===== config.mk =====
export PLATFORM = sky130hd
export DESIGN_NAME = jb_srx_path_ctrl_v2_flat
export DESIGN_NICKNAME = d
export VERILOG_FILES = /design/src/rtl/jb_srx_path_ctrl_v2_if.sv /design/src/rtl/jb_srx_path_ctrl_v2.sv /design/src/flat_wrapper.sv
export SDC_FILE = /design/constraint.sdc
export NUM_CORES = 1
export LEC_CHECK = 0
export BUFFER_PORTS_ARGS = -buffer_cell sky130_fd_sc_hd__buf_2
export CAP_MARGIN = 20
export CORE_AREA = 4 4 138 140
export DETAILED_ROUTE_END_ITERATION = 10
export DIE_AREA = 0 0 142 144
export PLACE_DENSITY_LB_ADDON = 0.08
export SYNTH_ARGS = -nofsm -noshare
export SYNTH_HDL_FRONTEND = slang
export SYNTH_SLANG_ARGS = --single-unit
export TNS_END_PERCENT = 1

===== constraint.sdc =====
create_clock -name axis_aclk -period 2.15 [get_ports axis_aclk]
set_clock_uncertainty 0.1 [all_clocks]
set_input_delay 0.215 -clock axis_aclk [delete_from_list [all_inputs] [get_ports axis_aclk]]
set_output_delay 0.215 -clock axis_aclk [all_outputs]
set_load 0.1 [all_outputs]

===== src/rtl/jb_srx_path_ctrl_v2_if.sv =====
// SRX path controller bus bundle: DPD request stream, per-antenna
// ADC streams and the selected DPD SRX output stream.
interface jb_srx_path_ctrl_v2_if #(
  parameter int N_ANTENNAS = 8,
  parameter int DATA_W     = 32
);
  logic                         ctrl_tvalid;
  logic                         ctrl_tready;
  logic [7:0]                   ctrl_tdata;
  logic [N_ANTENNAS*DATA_W-1:0] srx_tdata;
  logic [N_ANTENNAS-1:0]        srx_tvalid;
  logic [N_ANTENNAS-1:0]        srx_tready;
  logic [DATA_W-1:0]            dpd_tdata;
  logic                         dpd_tvalid;
  logic                         dpd_tready;
  logic [7:0]                   dpd_tuser;

  modport master (
    output ctrl_tvalid,
    output ctrl_tdata,
    output srx_tdata,
    output srx_tvalid,
    output dpd_tready,
    input  ctrl_tready,
    input  srx_tready,
    input  dpd_tdata,
    input  dpd_tvalid,
    input  dpd_tuser
  );

  modport slave (
    input  ctrl_tvalid,
    input  ctrl_tdata,
    input  srx_tdata,
    input  srx_tvalid,
    input  dpd_tready,
    output ctrl_tready,
    output srx_tready,
    output dpd_tdata,
    output dpd_tvalid,
    output dpd_tuser
  );
endinterface


===== src/rtl/jb_srx_path_ctrl_v2.sv =====
// SRX observation-path controller: request FSM, RF switch sequencing, data mux.
// Define SRX_BLANK_EN to zero dpd_tdata while a switch is in flight.
module jb_srx_path_ctrl_v2 #(
  parameter int N_ANTENNAS = 8,
  parameter int DATA_W     = 32,
  parameter int DLY_W      = 16
) (
  input  logic                          axis_aclk,
  input  logic                          axis_aresetn,
  jb_srx_path_ctrl_v2_if.slave          bus,
  input  logic [DLY_W-1:0]              sw_delay,
  input  logic                          ovr_en,
  input  logic [$clog2(N_ANTENNAS)-1:0] ovr_ant,
  input  logic                          ovr_path,
  output logic [$clog2(N_ANTENNAS)-1:0] ant_sel,
  output logic                          path_sel,
  output logic [$clog2(N_ANTENNAS)-1:0] wrssi_ant,
  output logic                          busy,
  output logic [7:0]                    err_cnt
);
  localparam int ANT_W = $clog2(N_ANTENNAS);

  localparam logic [1:0] S_IDLE   = 2'd0;
  localparam logic [1:0] S_SWITCH = 2'd1;
  localparam logic [1:0] S_SETTLE = 2'd2;
  localparam logic [1:0] S_GRANT  = 2'd3;

  logic [1:0]       state;
  logic [DLY_W-1:0] cnt;
  logic [ANT_W-1:0] sel_ant;
  logic             sel_path;
  logic [ANT_W-1:0] tuser_ant;
  logic [ANT_W-1:0] ant_q;
  logic             path_q;
  logic [7:0]       err_q;

  logic [3:0]       req_type;
  logic [3:0]       req_ant;
  logic             hs;
  logic             is_path;
  logic             is_nop;
  logic             ant_ok;
  logic             ovr_ok;

  logic [DATA_W-1:0] mux_data;
  logic              mux_valid;

  assign req_type = bus.ctrl_tdata[7:4];
  assign req_ant  = bus.ctrl_tdata[3:0];

  assign bus.ctrl_tready = axis_aresetn && (state == S_IDLE);
  assign hs = bus.ctrl_tvalid && bus.ctrl_tready;

  assign is_path = (req_type == 4'h0) || (req_type == 4'h2);
  assign is_nop  = (req_type == 4'h1) || (req_type == 4'hF);
  assign ant_ok  = {1'b0, req_ant} < 5'(N_ANTENNAS);
  assign ovr_ok  = {1'b0, ovr_ant} < (ANT_W+1)'(N_ANTENNAS);

  always_ff @(posedge axis_aclk or negedge axis_aresetn) begin
    if (!axis_aresetn) begin
      state     <= S_IDLE;
      cnt       <= '0;
      sel_ant   <= '0;
      sel_path  <= 1'b0;
      tuser_ant <= '0;
      err_q     <= '0;
    end else begin
      unique case (state)
        S_IDLE: begin
          if (hs) begin
            unique case (1'b1)
              is_path && ant_ok: begin
                state    <= S_SWITCH;
                sel_ant  <= req_ant[ANT_W-1:0];
                sel_path <= (req_type == 4'h2);
              end
              is_nop: ;
              default: begin
                if (err_q != 8'hFF) err_q <= err_q + 8'd1;
              end
            endcase
          end
        end
        S_SWITCH: begin
          cnt   <= '0;
          state <= S_SETTLE;
        end
        S_SETTLE: begin
          if (cnt == sw_delay) state <= S_GRANT;
          else cnt <= cnt + 1'b1;
        end
        S_GRANT: begin
          tuser_ant <= sel_ant;
          state     <= S_IDLE;
        end
        default: state <= S_IDLE;
      endcase
    end
  end

  // Out-of-range override antenna keeps the switch where it was
  always_ff @(posedge axis_aclk or negedge axis_aresetn) begin
    if (!axis_aresetn) begin
      ant_q  <= '0;
      path_q <= 1'b0;
    end else if (ovr_en) begin
      if (ovr_ok) ant_q <= ovr_ant;
      path_q <= ovr_path;
    end else begin
      ant_q  <= sel_ant;
      path_q <= sel_path;
    end
  end

  always_comb begin
    mux_data  = '0;
    mux_valid = 1'b0;
    for (int i = 0; i < N_ANTENNAS; i++) begin
      if (tuser_ant == ANT_W'(i)) begin
        mux_data  = bus.srx_tdata[i*DATA_W +: DATA_W];
        mux_valid = bus.srx_tvalid[i];
      end
    end
  end

  assign busy = (state != S_IDLE);

`ifdef SRX_BLANK_EN
  assign bus.dpd_tdata = busy ? '0 : mux_data;
`else
  assign bus.dpd_tdata = mux_data;
`endif

  assign bus.dpd_tvalid = mux_valid;
  assign bus.dpd_tuser  = 8'(tuser_ant);
  assign bus.srx_tready = {N_ANTENNAS{bus.dpd_tready}};

  assign ant_sel   = ant_q;
  assign path_sel  = path_q;
  assign wrssi_ant = ant_q;
  assign err_cnt   = err_q;
endmodule


===== src/flat_wrapper.sv =====
// flat-port wrapper written by rule: the top's interface ports become plain ports
module jb_srx_path_ctrl_v2_flat 
#(
  parameter int N_ANTENNAS = 8,
  parameter int DATA_W     = 32,
  parameter int DLY_W      = 16
)
  (axis_aclk, axis_aresetn, sw_delay, ovr_en, ovr_ant, ovr_path, ant_sel, path_sel, wrssi_ant, busy, err_cnt, bus_ctrl_tvalid, bus_ctrl_tdata, bus_srx_tdata, bus_srx_tvalid, bus_dpd_tready, bus_ctrl_tready, bus_srx_tready, bus_dpd_tdata, bus_dpd_tvalid, bus_dpd_tuser);
  jb_srx_path_ctrl_v2_if #(.N_ANTENNAS(N_ANTENNAS), .DATA_W(DATA_W)) bus_i ();
  input  logic axis_aclk;
  input  logic axis_aresetn;
  input  logic [DLY_W-1:0] sw_delay;
  input  logic ovr_en;
  input  logic [$clog2(N_ANTENNAS)-1:0] ovr_ant;
  input  logic ovr_path;
  output logic [$clog2(N_ANTENNAS)-1:0] ant_sel;
  output logic path_sel;
  output logic [$clog2(N_ANTENNAS)-1:0] wrssi_ant;
  output logic busy;
  output logic [7:0] err_cnt;
  input wire logic [$bits(bus_i.ctrl_tvalid)-1:0] bus_ctrl_tvalid;
  input wire logic [$bits(bus_i.ctrl_tdata)-1:0] bus_ctrl_tdata;
  input wire logic [$bits(bus_i.srx_tdata)-1:0] bus_srx_tdata;
  input wire logic [$bits(bus_i.srx_tvalid)-1:0] bus_srx_tvalid;
  input wire logic [$bits(bus_i.dpd_tready)-1:0] bus_dpd_tready;
  output wire logic [$bits(bus_i.ctrl_tready)-1:0] bus_ctrl_tready;
  output wire logic [$bits(bus_i.srx_tready)-1:0] bus_srx_tready;
  output wire logic [$bits(bus_i.dpd_tdata)-1:0] bus_dpd_tdata;
  output wire logic [$bits(bus_i.dpd_tvalid)-1:0] bus_dpd_tvalid;
  output wire logic [$bits(bus_i.dpd_tuser)-1:0] bus_dpd_tuser;
  assign bus_i.ctrl_tvalid = bus_ctrl_tvalid;
  assign bus_i.ctrl_tdata = bus_ctrl_tdata;
  assign bus_i.srx_tdata = bus_srx_tdata;
  assign bus_i.srx_tvalid = bus_srx_tvalid;
  assign bus_i.dpd_tready = bus_dpd_tready;
  assign bus_ctrl_tready = bus_i.ctrl_tready;
  assign bus_srx_tready = bus_i.srx_tready;
  assign bus_dpd_tdata = bus_i.dpd_tdata;
  assign bus_dpd_tvalid = bus_i.dpd_tvalid;
  assign bus_dpd_tuser = bus_i.dpd_tuser;
  jb_srx_path_ctrl_v2 #(.N_ANTENNAS(N_ANTENNAS), .DATA_W(DATA_W), .DLY_W(DLY_W)) u_core (.axis_aclk(axis_aclk), .axis_aresetn(axis_aresetn), .bus(bus_i), .sw_delay(sw_delay), .ovr_en(ovr_en), .ovr_ant(ovr_ant), .ovr_path(ovr_path), .ant_sel(ant_sel), .path_sel(path_sel), .wrssi_ant(wrssi_ant), .busy(busy), .err_cnt(err_cnt));
endmodule

Word level (Yosys, flattened, before mapping)
Index checks and enable logic that the tools add are counted.
{ "word_totals": {"reg_bits": 37, "latchBits": 0, "ram_bits": 0, "mem_bits_ro": 0, "input_bits": 297, "output_inout_bits": 66, "word_cells": 70, "mem_count": 0} }
{ "op_classes": {"n_addsub": 2, "n_mul": 0, "div_mod_pow": 0, "magnitude_cmp": 1, "eq_ne": 19, "shifts": 0, "mux": 24, "bitwise": 1, "n_reduce_logical": 15} }
{ "op_table": {"columns": ["operator", "count"], "rows": [
  ["$mux 32", 8],
  ["$pmux 16 s2", 1],
  ["$add 16x1->16 const B", 1],
  ["$eq 16x16->1", 1],
  ["$mux 16", 1],
  ["$eq 3x3->1 const B", 4],
  ["$mux 1", 9],
  ["$add 8x1->8 const B", 1],
  ["$ne 8x8->1 const B", 1],
  ["$pmux 2 s4", 1],
  ["$eq 3x2->1 const B", 2],
  ["$mux 2", 3],
  ["$reduce_and 3->1", 2],
  ["$eq 2x2->1 const B", 2],
  ["$eq 4x1->1 const B", 1],
  ["$eq 4x2->1 const B", 1],
  ["$eq 4x4->1 const B", 1],
  ["$logic_not 4->1", 1],
  ["$lt 4x4->1 const B", 1],
  ["$ne 2x1->1 const B", 2],
  ["$ne 2x2->1 const B", 2],
  ["$reduce_and 4->1", 1],
  ["$reduce_bool 2->1", 2],
  ["$eq 3x1->1 const B", 1],
  ["other kinds (9)", 12]
]} }

Depth between registers and ports, before layout
Gate-level depths: netlist (run 1).
{ "depth": {"word_depth": 9, "ltp_mapped": 8} }

Worst setup path after synthesis (run 1)
OpenSTA, ideal clock, no wires.
{ "synth_path": {"kind": "reg-to-output", "from": "reg u_core.tuser_ant[0]", "to": "out bus_dpd_tdata[30]", "arrival_ns": 4.252, "required_time_ns": 1.835, "setup_slack_ns": -2.417, "path_stages_with_launch": 8, "path_buffers": 2, "path_cell_list": "dfrtp_1 -> inv_1 -> nor2_1 -> clkbuf_1 -> clkbuf_1 -> a22o_1 -> a221oi_1 -> o21ai_0"} }
{ "synth_via": {"elab_chain_len": 9, "word_cells_on_any_way": 16} }
{ "synth_lines": {"columns": ["item", "line_no", "source"], "rows": [
  ["start: declaration", "jb_srx_path_ctrl_v2.sv:32", "logic [ANT_W-1:0] tuser_ant;"],
  ["start signal: assignment", "jb_srx_path_ctrl_v2.sv:93", "tuser_ant <= sel_ant;"],
  ["$logic_not 3->1", "jb_srx_path_ctrl_v2.sv:119", "if (tuser_ant == ANT_W'(i)) begin"],
  ["$mux 32 (7 in a row)", "jb_srx_path_ctrl_v2.sv:119", null],
  ["$mux 32 (*)", "jb_srx_path_ctrl_v2.sv:119", null],
  ["end: declaration", "flat_wrapper.sv:28", "output wire logic [$bits(bus_i.dpd_tdata)-1:0] bus_dpd_tdata;"]
]} }
Every way passes the cells marked *; elsewhere a longest branch is shown, timed or not.

Final worst setup path (run 1)
{ "layout_path": {"from": "reg u_core.tuser_ant[0]", "to": "out bus_dpd_tdata[26]"} }
The elaborated chain is that of the path after synthesis.

==> out/metrics.cfg, run 1 <==
[status]
outcome=finished with violations
violations=negative hold slack, negative setup slack

[pwr]
p_leak_uw=0.004110
power.density_mw_per_mm2=1270
vdd.ir_drop.worst_mv=1.035
power_uw=11100

[floorplan]
die_y_um=144
core_mm2=0.01784
die_area_mm2=0.02045
start_util_pct=25.53
die_x_um=142
num_rows=49
ios=363

[setup_path]
path_class=register to output port
max_stage_delay_ns=0.50
crit_path_frequent_cell=buf_12
critPathSlowestCell=dfrtp_4
cp-end-kind=output port
crit_path_start_kind=register
crit_chain=buf_12, buf_16, or2_4, nor2_2, a221o_1, buf_4, o21ai_4, a21oi_4, buf_12
arrival_ns=2.20
required_ns=1.84
cp_max_fo=9

[clocking]
hold_buffers=0
cts_buffers=5
clk_path_buf_depth=2
clkTransAtPathRegs_ns=0.07
cts.sinks=37
clk_latency_ns=0.28
clockRootBuffer=clkbuf_16
cts_tree=yes
htreeDepth=2

[drt]
ant_nets=0
routed_wl_um=24250
vias=6110
post_drt_wl_per_cell_um=19.88
vias_per_cell=5.008
route.detailed.drc=0
drt_iter0_drc=228
drt_pass1_iterations=4

[logic_synthesis]
synth_compound_area_share_pct=31.89
netlist.area_leader.share_pct=20.32
yosysMostFrequentCell=nor2_1
ys_warn_count=0
synth_mux_area_share_pct=13.76
synth_seq_cells=37
yosys.area_share.simple_pct=17.96
synth_area_per_cell_um2=7.708
synth_cells=591
ys_seq_area_share_pct=20.32
ys_types=46
synth-xor-area-share_pct=4.779
yosysTopAreaCell=dfrtp_1
ys_top_cells_by_count=61 x nor2_1, 57 x nand2_1, 44 x o21ai_0, 39 x mux2i_1, 37 x dfrtp_1
synth_top_family_by_area=compound AO/OA/AOI/OAI gates
synth_ff_type=dfrtp_1
netlist_area_mm2=0.004556
synth-edff-count=0
netlist_top_cells_area=dfrtp_1 20%, mux2i_1 8.6%, a221oi_1 5.6%, mux2_2 5.2%, nor2_1 5.0%
synth_fa_ha_area_share_pct=1.923
ys_async_sr_fraction_pct=100.0

[finish]
layout.area.seq_um2=945.9
fillers=1785
drive_above_1_share_pct=62.26
design_area_mm2=0.008745
areaGrowthSynthToFinish_pct=91.95
final_cell_count_no_fill=1220
finalNetCount=1286
multi_input_area_mm2=0.004053

[placed_design]
placed_area_mm2=0.007735
gp_congestion=0.8658
dp_slack_ns=-0.4845
dp_cells=1194
hpwl_um=18870
io_buffers=348

[flow_run]
max_cap_violations=0

[sta]
timing.hold.ws_ns=-0.02791
fmax_mhz=398.3
report.final.hold_viol_count=37
setup_ws_ns=-0.3609
slew-limit-headroom_pct=63.17
grt_setup_unrepaired=yes
finalSetupViolCount=33
fin_crit_ns=2.511
drv_slew=0
tightest_slew_ns=0.5518
timing.final.crit_share_pct=116.8

[global_route]
use_met1_pct=25.95
globalRouteMet2Util_pct=39.08
grt_pass1_wl_um=34660
grt_use_met3_pct=3.604
grt-ovfl-total=0
antenna_found_initial=6
grt_pass1_vias=5996
grt_max_degree=40
busiest_layer=met2
track_usage_pct=21.41

[hold_path]
hold_path_class=input port to async pin

-- what timing repair did --
action	CTS	global route
buffers inserted	1	1
cloned	4	4
pin swaps	14	14
setup endpoints to repair	36	37
resized for setup	112	46
-- through the flow --
stage	TNS (ns)	util (%)
2_1_floorplan	-10.12	-
3_3_place_gp	-13.54	43.36
3_5_place_dp	-12.90	43.36
4_1_cts	-10.26	47.24
5_1_grt	-12.36	48.96
6_report	-9.499	49.01
-- metal layers --
| metal | part of all wire [%] | up-vias |
|---|---|---|
| li1 | - | 3005 |
| met1 | 39 | 2865 |
| met2 | 53 | 212 |
| met3 | 6.4 | 24 |
| met4 | 1.7 | 4 |
| met5 | 0.11 | - |
-- sequential cells by signal (all words and copies together), names as in the netlist --
| register | cells |
|---|---|
| u_core.cnt | 16 |
| u_core.err_cnt | 8 |
| u_core.ant_sel | 3 |
| u_core.sel_ant | 3 |
| u_core.tuser_ant | 3 |
| u_core.state | 2 |
| u_core.path_sel | 1 |
| u_core.sel_path | 1 |
-- cells in the final DEF, fill, tap and decap left out, types with 9 or more instances in the layout --
| cell type | n |
|---|---|
| nor2_1 | 54 |
| a221o_1 | 9 |
| a2bb2oi_1 | 9 |
| a2bb2oi_2 | 11 |
| inv_1 | 19 |
| mux2i_1 | 32 |
| buf_12 | 38 |
| dfrtp_1 | 27 |
| a21oi_4 | 10 |
| mux2_2 | 21 |
| o21ai_2 | 12 |
| o21ai_4 | 21 |
| buf_4 | 78 |
| buf_2 | 313 |
| o21ai_0 | 9 |
| a21oi_2 | 11 |
| a221oi_2 | 26 |
| xnor2_1 | 19 |
| nand4_1 | 11 |
| nand2_1 | 57 |
| a22o_1 | 20 |
| o311ai_0 | 20 |
| a21o_1 | 21 |
-- layout make-up --
cell class | instances | area share (%)
clock inverters | 3 | 0.2862
inverters | 20 | 0.8871
multi-input cells | 473 | 46.34
repair buffers | 445 | 36.73
clock buffers | 5 | 1.431
flip-flops and latches | 37 | 10.82
well taps | 229 | 3.277
diodes | 8 | 0.2289
-- critical path, delay by kind of cell, from the launching register on --
kind,cells,cell delay [ns]
AO/OA/AOI/OAI,3,0.40
buffers and inverters,4,0.63
flip-flops,1,0.50
AND/OR/NAND/NOR,2,0.37
-- report_power, final --
group	internal [uW]	leakage, uW	switching [uW]	total, uW
registers	837	0.000470	147	983
logic	3760	0.00357	5620	9370
clock network	436	0.0000705	309	745
-- cells by family (layout without fill, tap and decap cells) --
logic type / count (synthesis) / count (layout)
adder cells (fa/ha/maj): 7 / 7
XOR/XNOR: 24 / 24
flip-flops: 37 / 37
buffers and inverters: 88 / 473
AO/OA/AOI/OAI: 198 / 198
AND/OR/NAND/NOR: 176 / 179
multiplexers: 60 / 60
other: 1 / 13
-- path summary, 6_finish.rpt --
kind	start	to	slack, ns	depth (start not counted)
max	u_core.tuser_ant[0]$_DFFE_PN0N_	bus_dpd_tdata[26]	-0.36	9
min	axis_aresetn	u_core.err_cnt[7]$_DFFE_PN0P_	-0.03	2
max reg2reg	u_core.cnt[13]$_DFFE_PN0P_	u_core.cnt[2]$_DFFE_PN0P_	0.03	5
min reg2reg	u_core.err_cnt[4]$_DFFE_PN0P_	u_core.err_cnt[4]$_DFFE_PN0P_	0.37	1
max in group asynchronous	axis_aresetn	u_core.tuser_ant[2]$_DFFE_PN0N_	1.59	2
min in group axis_aclk	ovr_ant[1]	u_core.ant_sel[1]$_DFF_PN0_	0.06	2
Power figures use the tool's default switching activity.
==> run 2: changes to the inputs <==
Settings changed: TNS_END_PERCENT 1 to 30.
==> out/metrics.cfg, run 2 (same netlist as run 1, synthesis figures left out) <==
[hold_path]
hold_start=ovr_path
hold_path_class=input port to register
min_path_cells=2
hold_end=u_core.path_sel$_DFF_PN0_

[sta]
tightest_slew_ns=0.5123  ; -0.03954 ns
fmax_mhz=390.8  ; -1.9%
setup_ws_ns=-0.4088  ; -0.04784 ns
timing.final.crit_share_pct=119.0  ; +2.2 points
drv_slew=0  ; unchanged
grt_setup_unrepaired=yes
finalSetupViolCount=33  ; unchanged
slew-limit-headroom_pct=66.08  ; +2.9 points
fin_crit_ns=2.559  ; +0.04784 ns
report.final.hold_viol_count=0  ; -100%

[setup_path]
rrSetupSlack_ns=0.01  ; -0.02 ns
crit_path_start_kind=register
reg2reg_from=u_core.cnt[0]$_DFFE_PN0P_
r2r_end=u_core.cnt[12]$_DFFE_PN0P_
path_class=register to output port
required_ns=1.84  ; about the same
cp_max_fo=5  ; -4
arrival_ns=2.24  ; +0.04 ns
critPathSlowestCell=dfrtp_4
crit_chain=buf_8, buf_12, buf_8, o21ai_1, nand2_1, a221o_1, a221oi_2, buf_4, a21oi_4, buf_12
max_stage_delay_ns=0.49  ; about the same
cp-end-kind=output port
rr_worst_depth=6  ; +1

[placed_design]
dp_slack_ns=-0.3622  ; +0.1223 ns
dp_cells=1196  ; +0.17%
hpwl_um=18570  ; -1.6%
io_buffers=348  ; unchanged
gp_congestion=0.8150  ; -5.9%

[floorplan]
ios=363  ; unchanged
die_area_mm2=0.02045  ; unchanged
die_x_um=142  ; unchanged
die_y_um=144  ; unchanged
core_mm2=0.01784  ; unchanged
num_rows=49  ; unchanged
start_util_pct=25.53  ; unchanged

[finish]
largest_register=u_core.cnt
finalNetCount=1295  ; +0.70%
largest_reg_flops=16  ; unchanged
final_cell_count_no_fill=1226  ; +0.49%
fillers=1739  ; -2.6%
drive_above_1_share_pct=62.20  ; about the same
areaGrowthSynthToFinish_pct=95.99
final_common_cell=buf_2
final_cell_mix=311 x buf_2, 82 x buf_4, 57 x nand2_1

[flow_run]
max_cap_violations=0  ; unchanged

[pwr]
power.density_mw_per_mm2=1255  ; -1.1%
power_uw=11210  ; +0.94%
p_leak_uw=0.004183  ; +1.8%
vdd.ir_drop.worst_mv=1.157  ; +12%

[clocking]
cts_buffers=5  ; unchanged
cts_tree=yes
htreeDepth=2  ; unchanged
clk_path_buf_depth=2  ; unchanged
clkTransAtPathRegs_ns=0.06  ; about the same
cts.sinks=37  ; unchanged
clockRootBuffer=clkbuf_16
clk_latency_ns=0.28  ; about the same

[drt]
vias_per_cell=4.954  ; -1.1%
route.detailed.drc=0  ; unchanged
drt_pass1_iterations=4  ; unchanged
routed_wl_um=23490  ; -3.1%
vias=6073  ; -0.61%
drt_iter0_drc=321  ; +41%
ant_nets=0  ; unchanged
post_drt_wl_per_cell_um=19.16  ; -3.6%

[global_route]
antenna_found_initial=3  ; -3
grt-ovfl-total=0  ; unchanged
grt_pass1_vias=5870  ; -2.1%
grt_pass1_wl_um=33430  ; -3.5%
track_usage_pct=20.51  ; -0.91 points
grt_max_degree=52  ; +30%

[status]
violations=negative setup slack
outcome=finished with violations

run 2: cell types whose count changed in the layout (fill, tap and decap cells not counted), sizes merged:
cell / before / now
diode: 8 / 5
and2: 3 / 2
clkinv: 1 / 2
nor2b: 3 / 4
nor2: 62 / 61
inv: 21 / 20
bufbuf: 2 / 1
dlygate4sd3: 0 / 1
buf: 440 / 451
or2: 2 / 1
run 2: critical path, delay by kind of cell, from the launching register on:
family | cells | cell delay, ns
buffers and inverters | 5 | 0.74
and+or+nand+nor | 1 | 0.09
DFF | 1 | 0.49
AOI/OAI and AO/OA | 4 | 0.64
run 2: routing by layer:
layer  track usage [%]  share of wire, %  wire length (um)  vias to the layer above
met5                 0                 0                 0                        -
met4             3.434              0.92               215                        0
met3             2.910               5.8              1352                       14
met2             37.81                53             12390                      188
met1             25.75                41              9534                     2852
li1                  -                 -                 -                     3019
run 2: area by class of cell:
| cell class | instances | area (um^2) | area share (%) |
|---|---|---|---|
| inverters | 20 | 75.07 | 0.8408 |
| flip-flops and latches | 37 | 945.9 | 10.59 |
| well taps | 229 | 286.5 | 3.209 |
| clock inverters | 3 | 17.52 | 0.1962 |
| clock buffers | 5 | 125.1 | 1.401 |
| diodes | 5 | 12.51 | 0.1401 |
| repair buffers | 456 | 3411 | 38.20 |
| multi-input cells | 471 | 4055 | 45.42 |
run 2: repair_timing:
item / in CTS / in global routing
resized for setup: 41 / 62
setup buffers: 0 / 11
pin swaps: 6 / 12
endpoints found under the hold margin: 37 / 0
hold buffers: 1 / 0
gates cloned: 2 / 4
endpoints found under the setup margin: 36 / 42
run 2: through the flow:
stage	utilization, %	instance area [um^2]	hold slack (ns)	TNS, ns
after floorplan	-	5176	-0.1806	-9.210
after global placement	45.45	8108	0.2871	-11.14
after detailed placement	45.45	8108	0.2891	-11.08
after CTS	47.70	8511	0.04997	-12.95
after global routing	50.02	8924	0.05872	-14.93
final	50.05	8929	0.06278	-11.72
run 2: worst max path at each step:
stage / end / slack [ns] / from
finish: bus_dpd_tdata[26] / -0.41 / u_core.tuser_ant[0]$_DFFE_PN0N_
global route: bus_dpd_tdata[0] / -0.49 / u_core.tuser_ant[0]$_DFFE_PN0N_
CTS: bus_dpd_tdata[5] / -0.42 / u_core.tuser_ant[2]$_DFFE_PN0N_
detailed placement: bus_dpd_tdata[30] / -0.36 / u_core.tuser_ant[0]$_DFFE_PN0N_
global placement: bus_dpd_tdata[10] / -0.40 / u_core.tuser_ant[1]$_DFFE_PN0N_
floorplan: bus_dpd_tdata[24] / -0.30 / u_core.tuser_ant[0]$_DFFE_PN0N_
run 2: power breakdown:
| group | switching [uW] | leakage [uW] | internal [uW] |
|---|---|---|---|
| registers | 156 | 0.000470 | 839 |
| logic | 5600 | 0.00364 | 3890 |
| clock network | 293 | 0.0000696 | 425 |
| total | 6050 | 0.00418 | 5160 |
==> run 3: changes to the inputs <==
Settings changed: MAX_ROUTING_LAYER set to met4.
==> out/metrics.cfg, run 3 (same netlist as run 1, synthesis figures left out) <==
[status]
outcome=finished with violations
violations=negative setup slack

[floorplan]
die_y_um=144  ; unchanged
die_area_mm2=0.02045  ; unchanged
num_rows=49  ; unchanged
start_util_pct=25.53  ; unchanged
ios=363  ; unchanged
core_mm2=0.01784  ; unchanged
die_x_um=142  ; unchanged

[setup_path]
crit_path_frequent_cell=buf_12
crit_buf_inv=4  ; -1
rrSetupSlack_ns=0  ; about the same
r2r_end=u_core.cnt[12]$_DFFE_PN0P_
crit_path_start_kind=register
cp_max_fo=8  ; +3
cp-end-kind=output port
reg2reg_from=u_core.cnt[0]$_DFFE_PN0P_
critPathSlowestCell=dfrtp_4
required_ns=1.84  ; about the same
crit_chain=buf_8, buf_12, buf_16, mux2i_2, a2bb2oi_2, nor2_1, a221oi_2, o21ai_4, buf_12
arrival_ns=2.25  ; about the same
path_class=register to output port
rr_worst_depth=6  ; unchanged
max_stage_delay_ns=0.49  ; about the same
cp_top_family=buffers and inverters

[drt]
drt_pass1_iterations=6  ; +2
route.detailed.drc=0  ; unchanged
drt_iter0_drc=332  ; +3.4%
vias_per_cell=4.976  ; +0.44%
vias=6095  ; +0.36%
post_drt_wl_per_cell_um=19.20  ; +0.17%
ant_nets=0  ; unchanged
routed_wl_um=23520  ; about the same

[sta]
fin_crit_ns=2.563  ; +0.004477 ns
setup_ws_ns=-0.4133  ; -0.004477 ns
timing.final.crit_share_pct=119.2  ; +0.21 points
grt_setup_unrepaired=yes
drv_slew=0  ; unchanged
finalSetupViolCount=34  ; +3.0%
setup-tns-final_ns=-11.79  ; -0.06120 ns
report.final.hold_viol_count=0  ; unchanged
fmax_mhz=390.1  ; -0.17%

[global_route]
grt-ovfl-total=0  ; unchanged
antenna_found_initial=3  ; unchanged
globalRouteMet2Util_pct=37.69  ; -0.12 points
grt_use_met3_pct=2.546  ; -0.36 points
busiest_layer=met2
grt_max_degree=52  ; unchanged
use_met1_pct=26.12  ; +0.36 points
grt_pass1_vias=5876  ; +0.10%
grt_pass1_wl_um=33440  ; about the same
track_usage_pct=21.14  ; +0.63 points

[hold_path]
min_path_cells=2  ; unchanged
hold_path_class=input port to register
hold_start=ovr_path
hold_end=u_core.path_sel$_DFF_PN0_

[placed_design]
hpwl_um=18570  ; unchanged
gp_congestion=0.8271  ; +1.5%
dp_cells=1196  ; unchanged
placed_area_mm2=0.008108  ; unchanged
io_buffers=348  ; unchanged

[clocking]
htreeDepth=2  ; unchanged
cts.sinks=37  ; unchanged
cts_tree=yes
clk_latency_ns=0.29  ; about the same
clk_path_buf_depth=2  ; unchanged
cts_buffers=5  ; unchanged
clkTransAtPathRegs_ns=0.06  ; about the same
clockRootBuffer=clkbuf_16

[finish]
finalNetCount=1295  ; unchanged
areaGrowthSynthToFinish_pct=95.94  ; about the same
final_cell_count_no_fill=1225  ; -0.082%
fillers=1740  ; +0.058%
largest_reg_flops=16  ; unchanged
final_cell_mix=311 x buf_2, 82 x buf_4, 57 x nand2_1
final_common_cell=buf_2
design_area_mm2=0.008926  ; about the same
largest_register=u_core.cnt
drive_above_1_share_pct=62.20  ; unchanged

[pwr]
vdd.ir_drop.worst_mv=1.156  ; about the same
power.density_mw_per_mm2=1257  ; +0.10%
p_leak_uw=0.004183  ; about the same

[flow_run]
max_cap_violations=0  ; unchanged

run 3: how the worst max path moves through the flow:
stage                                          startpoint                 to  slack, ns  cells after the start
after floorplan           u_core.tuser_ant[0]$_DFFE_PN0N_  bus_dpd_tdata[24]      -0.30                      7
after global placement    u_core.tuser_ant[1]$_DFFE_PN0N_  bus_dpd_tdata[10]      -0.40                      6
after detailed placement  u_core.tuser_ant[0]$_DFFE_PN0N_  bus_dpd_tdata[30]      -0.36                      7
after CTS                 u_core.tuser_ant[2]$_DFFE_PN0N_   bus_dpd_tdata[5]      -0.42                      9
after global routing      u_core.tuser_ant[0]$_DFFE_PN0N_   bus_dpd_tdata[0]      -0.49                     10
final                     u_core.tuser_ant[0]$_DFFE_PN0N_  bus_dpd_tdata[12]      -0.41                      9
run 3: stage by stage:
step | hold slack [ns] | util (%) | power (uW) | setup WS [ns]
2_1_floorplan | -0.1806 | - | 6840 | -0.2972
3_3_place_gp | 0.2871 | 45.45 | 9844 | -0.4007
3_5_place_dp | 0.2891 | 45.45 | 9839 | -0.3622
4_1_cts | 0.04997 | 47.70 | 10880 | -0.4201
5_1_grt | 0.05880 | 50.02 | 11740 | -0.4852
6_report | 0.06067 | 50.03 | 11220 | -0.4133
run 3: per-layer routing:
metal / vias to the layer above / share of wire [%]
met5: - / 0
met1: 2853 / 40
met2: 209 / 53
li1: 3016 / -
met3: 17 / 6.0
met4: 0 / 0.93
run 3: layout make-up:
type / count / area [um^2] / share of cell area (%)
Multi-Input combinational cell: 471 / 4055 / 45.43
Sequential cell: 37 / 945.9 / 10.60
Timing Repair Buffer: 456 / 3411 / 38.21
Clock inverter: 3 / 17.52 / 0.1962
Clock buffer: 5 / 125.1 / 1.402
Tap cell: 229 / 286.5 / 3.210
Inverter: 20 / 75.07 / 0.8410
Antenna cell: 4 / 10.01 / 0.1121
run 3: where the power goes:
part | leakage, uW | switching, uW | internal [uW]
Sequential | 0.000470 | 158 | 839
Clock | 0.0000696 | 298 | 425
Combinational | 0.00364 | 5600 | 3890
run 3: timing repair:
action	CTS	global route
hold buffers	1	0
endpoints found under the setup margin	36	42
endpoints found under the hold margin	37	0
setup buffers	0	11
pin swaps	6	12
gates cloned	2	4
resized for setup	41	62
